--- config.mk ---
export PLATFORM = sky130hd
export DESIGN_NAME = div_seq
export DESIGN_NICKNAME = d
export VERILOG_FILES = /design/src/rtl/div_seq.sv
export SDC_FILE = /design/constraint.sdc
export NUM_CORES = 1
export LEC_CHECK = 0
export CAP_MARGIN = 40
export CORE_ASPECT_RATIO = 2
export CORE_MARGIN = 2
export CORE_UTILIZATION = 57
export CTS_CLUSTER_SIZE = 16
export DETAILED_ROUTE_END_ITERATION = 8
export PLACE_DENSITY = 0.81
export SYNTH_ARGS = -nofsm -noshare
export SYNTH_HDL_FRONTEND = slang
export SYNTH_SLANG_ARGS = --single-unit
--- constraint.sdc ---
create_clock -name clk -period 6.59 [get_ports clk]
set_input_delay 0.659 -clock clk [delete_from_list [all_inputs] [get_ports clk]]
set_output_delay 0.659 -clock clk [all_outputs]
set_load 0.02 [all_outputs]
--- src/rtl/div_seq.sv ---
// Sequential 32-bit restoring divider (signed/unsigned) with abort and zero-divisor handling.
// Result is {remainder, quotient}, registered and held until the request level drops.
module div_seq (
    input  logic        clk,
    input  logic        rst,
    input  logic        signed_div_i,
    input  logic [31:0] opdata1_i,
    input  logic [31:0] opdata2_i,
    input  logic        start_i,
    input  logic        annul_i,
    output logic [63:0] result_o,
    output logic        ready_o
);

    typedef enum logic [1:0] {StIdle, StByZero, StOn, StEnd} state_e;

    state_e      state_q;
    logic [4:0]  cnt_q;
    logic [31:0] rem_q;
    logic [31:0] quot_q;
    logic [31:0] divisor_q;
    logic        neg_quot_q;
    logic        neg_rem_q;

    logic [31:0] mag1;
    logic [31:0] mag2;
    logic [32:0] shifted;
    logic [32:0] diff;
    logic [31:0] quot_fix;
    logic [31:0] rem_fix;

    always_comb begin
        mag1     = (signed_div_i && opdata1_i[31]) ? 32'd0 - opdata1_i : opdata1_i;
        mag2     = (signed_div_i && opdata2_i[31]) ? 32'd0 - opdata2_i : opdata2_i;
        shifted  = {rem_q, quot_q[31]};
        diff     = shifted - {1'b0, divisor_q};
        quot_fix = neg_quot_q ? 32'd0 - quot_q : quot_q;
        rem_fix  = neg_rem_q ? 32'd0 - rem_q : rem_q;
    end

    always_ff @(posedge clk or posedge rst) begin
        if (rst) begin
            state_q    <= StIdle;
            cnt_q      <= 5'd0;
            rem_q      <= 32'd0;
            quot_q     <= 32'd0;
            divisor_q  <= 32'd0;
            neg_quot_q <= 1'b0;
            neg_rem_q  <= 1'b0;
            result_o   <= 64'd0;
            ready_o    <= 1'b0;
        end else begin
            case (state_q)
                StIdle: begin
                    if (start_i && !annul_i) begin
                        if (opdata2_i == 32'd0) begin
                            state_q <= StByZero;
                        end else begin
                            // Dividend sits in quot_q and is shifted out into rem_q step by step
                            quot_q     <= mag1;
                            divisor_q  <= mag2;
                            rem_q      <= 32'd0;
                            cnt_q      <= 5'd0;
                            neg_quot_q <= signed_div_i && (opdata1_i[31] ^ opdata2_i[31]);
                            neg_rem_q  <= signed_div_i && opdata1_i[31];
                            state_q    <= StOn;
                        end
                    end
                end
                StByZero: begin
                    if (annul_i) begin
                        state_q <= StIdle;
                    end else begin
                        quot_q     <= 32'd0;
                        rem_q      <= 32'd0;
                        neg_quot_q <= 1'b0;
                        neg_rem_q  <= 1'b0;
                        state_q    <= StEnd;
                    end
                end
                StOn: begin
                    if (annul_i) begin
                        state_q <= StIdle;
                    end else begin
                        if (!diff[32]) begin
                            rem_q  <= diff[31:0];
                            quot_q <= {quot_q[30:0], 1'b1};
                        end else begin
                            rem_q  <= shifted[31:0];
                            quot_q <= {quot_q[30:0], 1'b0};
                        end
                        cnt_q <= cnt_q + 5'd1;
                        if (cnt_q == 5'd31) begin
                            state_q <= StEnd;
                        end
                    end
                end
                StEnd: begin
                    // First END cycle publishes the result; afterwards only start_i low leaves
                    if (!ready_o) begin
                        result_o <= {rem_fix, quot_fix};
                        ready_o  <= 1'b1;
                    end else if (!start_i) begin
                        result_o <= 64'd0;
                        ready_o  <= 1'b0;
                        state_q  <= StIdle;
                    end
                end
                default: begin
                    state_q <= StIdle;
                end
            endcase
        end
    end

endmodule

Yosys cells after proc, flatten, opt, wreduce, memory -nomap -nowiden:

Index checks and enable logic that the tools add are counted.

* bits in registers: 170
* output and inout bits: 65

* add/sub/neg operators: 6
* eq/ne operators: 12
* mux-type cells: 38
* bitwise gates (word level): 2
* reductions and logical operators: 16

Operators with widths (number)
* $mux W32: 12
* $pmux W32 S3: 2
* $mux W64: 2
* $sub A1 B32 Y32 const A: 4
* $sub A33 B32 Y33: 1
* $logic_not A32 Y1: 1
* $mux W5: 3
* $mux W2: 7
* $ne A2 B2 Y1 const B: 7
* $reduce_and A4 Y1: 3
* $pmux W5 S2: 1
* $mux W1: 8
* $pmux W2 S4: 1
* $add A5 B1 Y5 const B: 1
* $eq A5 B5 Y1 const B: 1
* $reduce_and A5 Y1: 1
* $eq A2 B2 Y1 const B: 2
* $logic_and A1 B1 Y1: 4
* $pmux W1 S2: 2
* $reduce_bool A2 Y1: 2
* $ne A3 B3 Y1 const B: 1
* $reduce_and A3 Y1: 1
* $reduce_bool A3 Y1: 1
* $eq A2 B1 Y1 const B: 1
* other kinds (5): 5

Depth between registers and ports, before layout:

Gate-level depths: netlist (run 1).

* depth in word-level cells: 5
* gate-level depth with buffers: 14

Worst setup path before layout (run 1):

No wires, ideal clock.

* path kind: reg-to-reg
* start: register rem_q[6]
* end: register result_o[63]
* setup time: 0.129 ns
* arrival time: 3.460 ns
* required time: 6.461 ns
* setup slack: 3.001 ns
* stages on the path, launching flop included: 11
* buffers on the path: 0
* period minus slack after synthesis: 3.589 ns
* cells stage by stage: dfrtp_1 > or4_1 > or2_1 > or3_4 > or4_4 > nand2b_4 > or4_4 > or4_4 > o31ai_4 > xor2_1 > o21ai_1

* word-level cells in the longest chain between the ends: 3

Ends and longest elaborated chain
* start, declared: line 19 `logic [31:0] rem_q;`
* start signal, assigned: line 86 `rem_q <= diff[31:0];`
* start signal, assigned: line 89 `rem_q <= shifted[31:0];`
* $sub A1 B32 Y32: line 38 `rem_fix = neg_rem_q ? 32'd0 - rem_q : rem_q;`
* $mux W32: line 38
* $mux W64: line 100 `if (!ready_o) begin`
* end signal, assigned: line 101 `result_o <= {rem_fix, quot_fix};`
* end, declared: line 11 `output logic [63:0] result_o,`

No other way between the ends.
A chain may end at the register's enable or synchronous reset.

Final worst setup path (run 1):

* start: register quot_q[31]
* end: register rem_q[12]

* word-level cells in the longest chain between the ends: 4

Ends and longest elaborated chain
* start, declared: line 20 `logic [31:0] quot_q;`
* start signal, assigned: line 60 `quot_q <= mag1;`
* start signal, assigned: line 87 `quot_q <= {quot_q[30:0], 1'b1};`
* start signal, assigned: line 90 `quot_q <= {quot_q[30:0], 1'b0};`
* $sub A33 B32 Y33: line 36 `diff = shifted - {1'b0, divisor_q};`
* $mux W32: line 85 `if (!diff[32]) begin`
* $mux W32: line 82 `if (annul_i) begin`
* $pmux W32 S3: line 53 `case (state_q)`

No other way between the ends. The select of a mux whose other input is x is not followed.

==> results.sh, run 1 <==
export IMPL_hpwl_um=20900
export IMPL_cp_slowest_cell="o31ai_1"
export IMPL_rsz0062_at_grt="no"
export IMPL_p_sw_mw=3.11
export IMPL_post_place_ws_ns=2.02
export IMPL_fin_setup_tns_ns=0
export IMPL_setup_viol=0
export IMPL_final_nets=1561
export IMPL_fin_crit_sh_pct=68.3
export IMPL_n_antenna_cell=0
export IMPL_start_util_pct=57.8
export IMPL_grt_pass1_vias=9748
export IMPL_synth_ff_type="dfrtp_1"
export IMPL_outcome="finished, final reports clean"
export IMPL_grt_max_degree=69
export IMPL_drc=0
export IMPL_cp_startpoint="quot_q[31]$_DFFE_PP0P_"
export IMPL_pwr_share_seq_pct=27.6
export IMPL_grt_pass1_wl_um=45700
export IMPL_worst_slew_pin_slew_ns=0.783
export IMPL_hold_viol=0
export IMPL_synth_seq_area_share_pct=38.3
export IMPL_root_buffer="clkbuf_16"
export IMPL_clk_pin_slew_ns=0.06
export IMPL_synthDistinctLibCells=60
export IMPL_worstSkewPairLatency_ns=0.43
export IMPL_pin_count=134
export IMPL_port_buffers=133
export IMPL_die_area_um2=20700
export IMPL_crit_arrival_ns=4.81
export IMPL_fin_ws_ns=2.09
export IMPL_r2r_start="quot_q[31]$_DFFE_PP0P_"
export IMPL_ys_warn_count=0
export IMPL_routedWlPerCell_um=16.1
export IMPL_post_cts_resized=0
export IMPL_cp_max_fo=20
export IMPL_finalCriticalPeriod_ns=4.50
export IMPL_synth_edf_count=0
export IMPL_startpoint_type="flip-flop"
export IMPL_hp_start="result_o[12]$_DFFE_PP0P_"
export IMPL_cts_num_sinks=170
export IMPL_power_frac_clock_pct=14.7
export IMPL_dpl_instance_area_um2=12700
export IMPL_crit_type="flip-flop to flip-flop"
export IMPL_htreeDepth=4
export IMPL_power_frac_comb_pct=57.7
export IMPL_cp_required_ns=6.90
export IMPL_ir_worst_vdd_mv=0.229
export IMPL_slew_violations=0
export IMPL_synthCells=1351
export IMPL_async_flop_share_pct=100
export IMPL_dr_total_vias=10000
export IMPL_crit_path_max_incr_delay_ns=0.72
export IMPL_drtIter0Drc=408
export IMPL_gr_total_overflow=0
export IMPL_leakagePower_nw=5.73
export IMPL_critical_path_cell_chain="inv_1, ha_1, fa_1, nand2b_1, a21o_1, a311oi_1, o21ai_0, o31ai_1, a41o_1, xor2_1, buf_4, nand3_1, o2111ai_1, nand2_1"
export IMPL_route_final_wire_length_um=27800
export IMPL_cap_violations=0
export IMPL_die_y_um=201
export IMPL_grtUsageTotal_pct=27.6
export IMPL_final_cell_mix="211 x nand2_1, 173 x o21ai_0, 170 x dfrtp_1"
export IMPL_vias_per_cell=5.83
export IMPL_max_freq_ghz=0.222
export IMPL_p_sw_share_pct=46.0
export IMPL_antenna_left=0
export IMPL_path_buf_inv=2
export IMPL_stdcell_count=1721
export IMPL_row_count=72
export IMPL_cts_hold_buf=0
export IMPL_core_area_um2=19200
export IMPL_drive_above_1_share_pct=4.51
export IMPL_dp_cells=1689
export IMPL_area_delta_synth_final_pct=19.9
export IMPL_routabilityCongestion=0.923
export IMPL_internal_power_mw=3.65
export IMPL_syn_area_um2=11100
export IMPL_firstDrtPassIters=8
export IMPL_hold_path_class="flip-flop to flip-flop"
export IMPL_rrSetupSlack_ns=2.09
export IMPL_antenna_found_initial=0
export IMPL_clockBufferDepth=2
export IMPL_final_common_cell="nand2_1"
export IMPL_power_density_nw_per_um2=508
export IMPL_syn_nets=1463
export IMPL_post_cts_setup_buffers=0
export IMPL_syn_mean_instance_area_um2=8.21
export IMPL_critPathTopFamily="compound AO/OA/AOI/OAI gates"
export IMPL_dieWidth_um=103
export IMPL_skew_ns=0.00709
export IMPL_whs_ns=0.475
export IMPL_tritoncts="built"
export IMPL_cts_buffers=17
export IMPL_fin_area_um2=13300
export IMPL_synth_seq_cells=170
export IMPL_end_kind="flip-flop"
export IMPL_maxSlewHeadroom_pct=47.8
stage by stage:
stage / power (mW) / utilization (%)
after floorplan: 4.60 / -
after global routing: 7.30 / 69.3
after CTS: 6.76 / 69.3
after global placement: 5.58 / 65.6
after detailed placement: 5.74 / 66.2
final: 6.76 / 69.3
final cells by class:
class	instances	area [um^2]
Clock buffer	26	499
Clock inverter	6	86.3
Fill cell	1570	5890
Inverter	54	208
Multi-Input combinational cell	1057	6390
Sequential cell	170	4250
Tap cell	259	324
Timing Repair Buffer	149	1530
synth_stat cells, types with 3 or more instances:
cell	number	share of area (%)
o21bai_1	3	0.20
o2111ai_1	3	0.24
or3_1	24	1.4
o31ai_1	26	1.8
and3_1	3	0.17
nor4_1	8	0.45
inv_1	54	1.8
nor3b_1	3	0.20
dfrtp_1	170	38
or2_2	5	0.28
a221oi_1	3	0.24
a21o_1	13	0.88
a211oi_1	3	0.20
ha_1	42	4.7
o21ai_0	173	7.8
nand4_1	22	1.2
o211ai_1	4	0.27
nor3_1	16	0.72
and2_1	4	0.23
o311ai_0	5	0.39
a21boi_0	4	0.27
o41ai_1	12	0.95
xnor2_1	55	4.3
mux2i_1	7	0.63
buf_1	5	0.17
a211o_1	3	0.24
xor2_1	86	6.8
nand3_1	14	0.63
or4_4	3	0.30
o21ai_1	7	0.32
nor2b_1	10	0.56
nand2_1	212	7.2
a31oi_1	32	1.8
nand2b_1	12	0.68
or4_1	13	0.88
o21a_1	4	0.27
a21oi_1	93	4.2
clkbuf_1	65	2.2
nor2_1	102	3.5
cell families after synthesis:
logic type | count (synthesis) | synth area share (%)
muxes | 9 | 0.835
adders and majority gates | 43 | 4.92
DFF | 170 | 38.3
xor gates and xnor gates | 141 | 11.1
AOI/OAI and AO/OA | 404 | 21.5
buffers and inverters | 124 | 4.20
and+or+nand+nor | 460 | 19.1
registers in the layout, summed over array words and instances, names as in the netlist:
signal      cells
result_o       64
divisor_q      32
quot_q         32
rem_q          32
cnt_q           5
state_q         2
neg_quot_q      1
neg_rem_q       1
ready_o         1
path summary, 6_finish.rpt:
kind	to	cells past startpoint
max	rem_q[12]$_DFFE_PP0P_	14
min	result_o[12]$_DFFE_PP0P_	2
max reg2reg	rem_q[12]$_DFFE_PP0P_	14
min reg2reg	result_o[12]$_DFFE_PP0P_	2
max in group asynchronous	divisor_q[27]$_DFFE_PP0P_	3
min in group asynchronous	quot_q[24]$_DFFE_PP0P_	2
routing by layer:
metal / part of all wire [%] / vias to the layer above / global-route usage, %
li1: - / 4955 / -
met1: 36 / 4717 / 28.8
met2: 56 / 291 / 52.7
met3: 3.9 / 75 / 3.54
met4: 3.6 / 0 / 12.1
met5: 0 / - / 0
tightest hold or removal path, stage by stage, from the launching register on:
cell	delay [ns]
dfrtp_1	0.34
nand2_1	0.05
o21ai_0	0.06
power by group through the flow:
stage | registers, mW | clock network [mW] | logic (mW)
floorplan | 1.94 | 0 | 2.66
global placement | 1.88 | 0 | 3.70
detailed placement | 1.88 | 0 | 3.87
CTS | 1.86 | 1.00 | 3.90
global route | 1.92 | 1.05 | 4.33
finish | 1.86 | 0.996 | 3.90
No activity file was read; power rests on OpenSTA's default activity.
==> run 2: changes to the inputs <==
--- a/config.mk
+++ b/config.mk
@@ -8,10 +8,10 @@
 export CAP_MARGIN = 40
 export CORE_ASPECT_RATIO = 2
 export CORE_MARGIN = 2
-export CORE_UTILIZATION = 57
+export CORE_UTILIZATION = 52
 export CTS_CLUSTER_SIZE = 16
 export DETAILED_ROUTE_END_ITERATION = 8
-export PLACE_DENSITY = 0.81
+export PLACE_DENSITY = 0.78
 export SYNTH_ARGS = -nofsm -noshare
 export SYNTH_HDL_FRONTEND = slang
 export SYNTH_SLANG_ARGS = --single-unit
==> constraint.sdc (replaced) <==
create_clock -name clk -period 3.8 [get_ports clk]
set_input_delay 0.38 -clock clk [delete_from_list [all_inputs] [get_ports clk]]
set_output_delay 0.38 -clock clk [all_outputs]
set_load 0.02 [all_outputs]
==> run 2 against run 1 <==
  * Worst hold slack is essentially flat
  * Worst setup slack got worse by 2.0 ns
  * Largest cell class unchanged
  * Wire length is 2.1% higher
  * Clock skew about the same
  * Largest power group unchanged
  * Die area is 9.3% higher
  * Design area grew 1.7%
==> results.sh, run 2 (synthesized netlist as in run 1, its figures left out) <==
export IMPL_critPathTopFamily="simple AND/OR/NAND/NOR gates"
export IMPL_crit_path_max_incr_delay_ns=0.52
export IMPL_route_final_wire_length_um=28400
export IMPL_cp_slowest_cell="or4_4"
export IMPL_hold_viol=0
export IMPL_routedWlPerCell_um=16.2
export IMPL_slew_violations=0
export IMPL_final_nets=1579
export IMPL_power_density_nw_per_um2=897
export IMPL_firstDrtPassIters=5
export IMPL_max_freq_ghz=0.268
export IMPL_final_cell_mix="211 x nand2_1, 173 x o21ai_0, 170 x dfrtp_1"
export IMPL_pin_count=134
export IMPL_grt_pass1_vias=9970
export IMPL_critical_path_cell_chain="or4_4, or2_1, or3_4, or4_4, nand2b_4, or4_4, or4_4, o31ai_4, xor2_1, o21ai_1"
export IMPL_tritoncts="built"
export IMPL_maxSlewHeadroom_pct=35.8
export IMPL_grt_pass1_wl_um=46900
export IMPL_skew_ns=0.00678
export IMPL_start_util_pct=53.0
export IMPL_largest_register_ffs=64
export IMPL_area_delta_synth_final_pct=21.9
export IMPL_top_register="result_o"
export IMPL_post_place_ws_ns=0.00222
export IMPL_outcome="finished, final reports clean"
export IMPL_whs_ns=0.476
export IMPL_routabilityCongestion=0.929
export IMPL_end_kind="flip-flop"
export IMPL_gr_total_overflow=0
export IMPL_antenna_left=0
export IMPL_hold_path_class="flip-flop to flip-flop"
export IMPL_setup_viol=0
export IMPL_ir_worst_vdd_mv=0.451
export IMPL_cp_required_ns=4.13
export IMPL_path_buf_inv=0
export IMPL_fin_crit_sh_pct=98.3
export IMPL_fin_ws_ns=0.0659
export IMPL_worst_slew_pin_slew_ns=0.963
export IMPL_worstSkewPairLatency_ns=0.44
export IMPL_cap_violations=0
export IMPL_vias_per_cell=5.79
export IMPL_finalCriticalPeriod_ns=3.73
export IMPL_clk_pin_slew_ns=0.06
export IMPL_row_count=75
export IMPL_rsz0062_at_grt="yes"
export IMPL_crit_type="flip-flop to flip-flop"
export IMPL_cp_max_fo=4
export IMPL_leakagePower_nw=5.84
export IMPL_drive_above_1_share_pct=6.01
export IMPL_hpwl_um=21100
export IMPL_die_y_um=211
export IMPL_htreeDepth=4
export IMPL_fill_cells=1781
export IMPL_drc=0
export IMPL_final_common_cell="nand2_1"
export IMPL_antenna_found_initial=0
export IMPL_die_area_um2=22600
export IMPL_clockBufferDepth=2
export IMPL_cts_num_sinks=170
export IMPL_core_area_um2=20900
export IMPL_grtUsageTotal_pct=25.9
export IMPL_drtIter0Drc=404
export IMPL_grt_max_degree=171
export IMPL_n_antenna_cell=0
export IMPL_crit_arrival_ns=4.06
export IMPL_root_buffer="clkbuf_16"
export IMPL_cpMostUsedCell="or4_4"
export IMPL_dr_total_vias=10100
export IMPL_dieWidth_um=107
export IMPL_port_buffers=133
export IMPL_startpoint_type="flip-flop"
export IMPL_cts_buffers=17
## run 2: cell count changes in the layout (fill, tap and decap cells not counted), moves of 3 or more
cell | previous run | this run
buf_4 | 10 | 24
clkbuf_1 | 5 | 2
buf_16 | 3 | 0
buf_12 | 0 | 8
clkinvlp_4 | 1 | 4
## run 2: final timing paths
| path | start | endpoint | slack, ns | depth (start not counted) |
|---|---|---|---|---|
| worst min-delay path | result_o[25]$_DFFE_PP0P_ | result_o[25]$_DFFE_PP0P_ | 0.48 | 2 |
| min in group asynchronous | rst | result_o[28]$_DFFE_PP0P_ | 0.50 | 3 |
| worst min register to register | result_o[25]$_DFFE_PP0P_ | result_o[25]$_DFFE_PP0P_ | 0.48 | 2 |
| worst max register to register | rem_q[5]$_DFFE_PP0P_ | result_o[63]$_DFFE_PP0P_ | 0.07 | 10 |
| worst max-delay path | rem_q[5]$_DFFE_PP0P_ | result_o[63]$_DFFE_PP0P_ | 0.07 | 10 |
| max in group asynchronous | rst | result_o[57]$_DFFE_PP0P_ | 2.55 | 3 |
## run 2: layout make-up
type / count / area [um^2] / area share [%]
clock inverters: 9 / 135 / 0.999
multi-input cells: 1057 / 6410 / 47.4
repair buffers: 167 / 1700 / 12.6
inverters: 54 / 206 / 1.53
well taps: 269 / 337 / 2.49
flip-flops and latches: 170 / 4250 / 31.4
clock buffers: 23 / 488 / 3.61
## run 2: power breakdown
| part | switching, mW | internal (mW) | total (mW) | leakage, nW |
|---|---|---|---|---|
| Clock | 0.732 | 1.11 | 1.84 | 0.296 |
| Combinational | 4.12 | 2.99 | 7.11 | 3.33 |
| Sequential | 0.673 | 2.52 | 3.19 | 2.21 |
| Total | 5.52 | 6.62 | 12.1 | 5.84 |
## run 2: timing repair
| item | in CTS | in global routing |
|---|---|---|
| setup endpoints to repair | 0 | 29 |
| setup buffers | 0 | 0 |
| resized for setup | 0 | 3 |
| hold buffers | 0 | 0 |
## run 2: tightest hold or removal path: stages, from the launching register on
cell and delay [ns]:
dfrtp_1 0.34, nand2_1 0.05, o21ai_0 0.06
## run 2: metal layers
layer | global-route usage [%] | wire [um] | vias up
met5 | 0 | 0 | -
met3 | 3.93 | 1050 | 88
met1 | 26.1 | 10300 | 4793
li1 | - | - | 4988
met4 | 13.7 | 1310 | 0
met2 | 49.7 | 15700 | 263
## run 2: stage by stage
stage	instance area (um^2)	util, %	TNS (ns)	total power [mW]	cells
finish	13500	64.6	0	12.1	1749
global route	13500	64.6	-0.0154	13.0	1749
CTS	13500	64.6	0	12.1	1749
detailed placement	12900	61.6	0	10.2	1717
global placement	12800	61.4	0	10.0	1714
floorplan	11100	-	0	7.97	1351
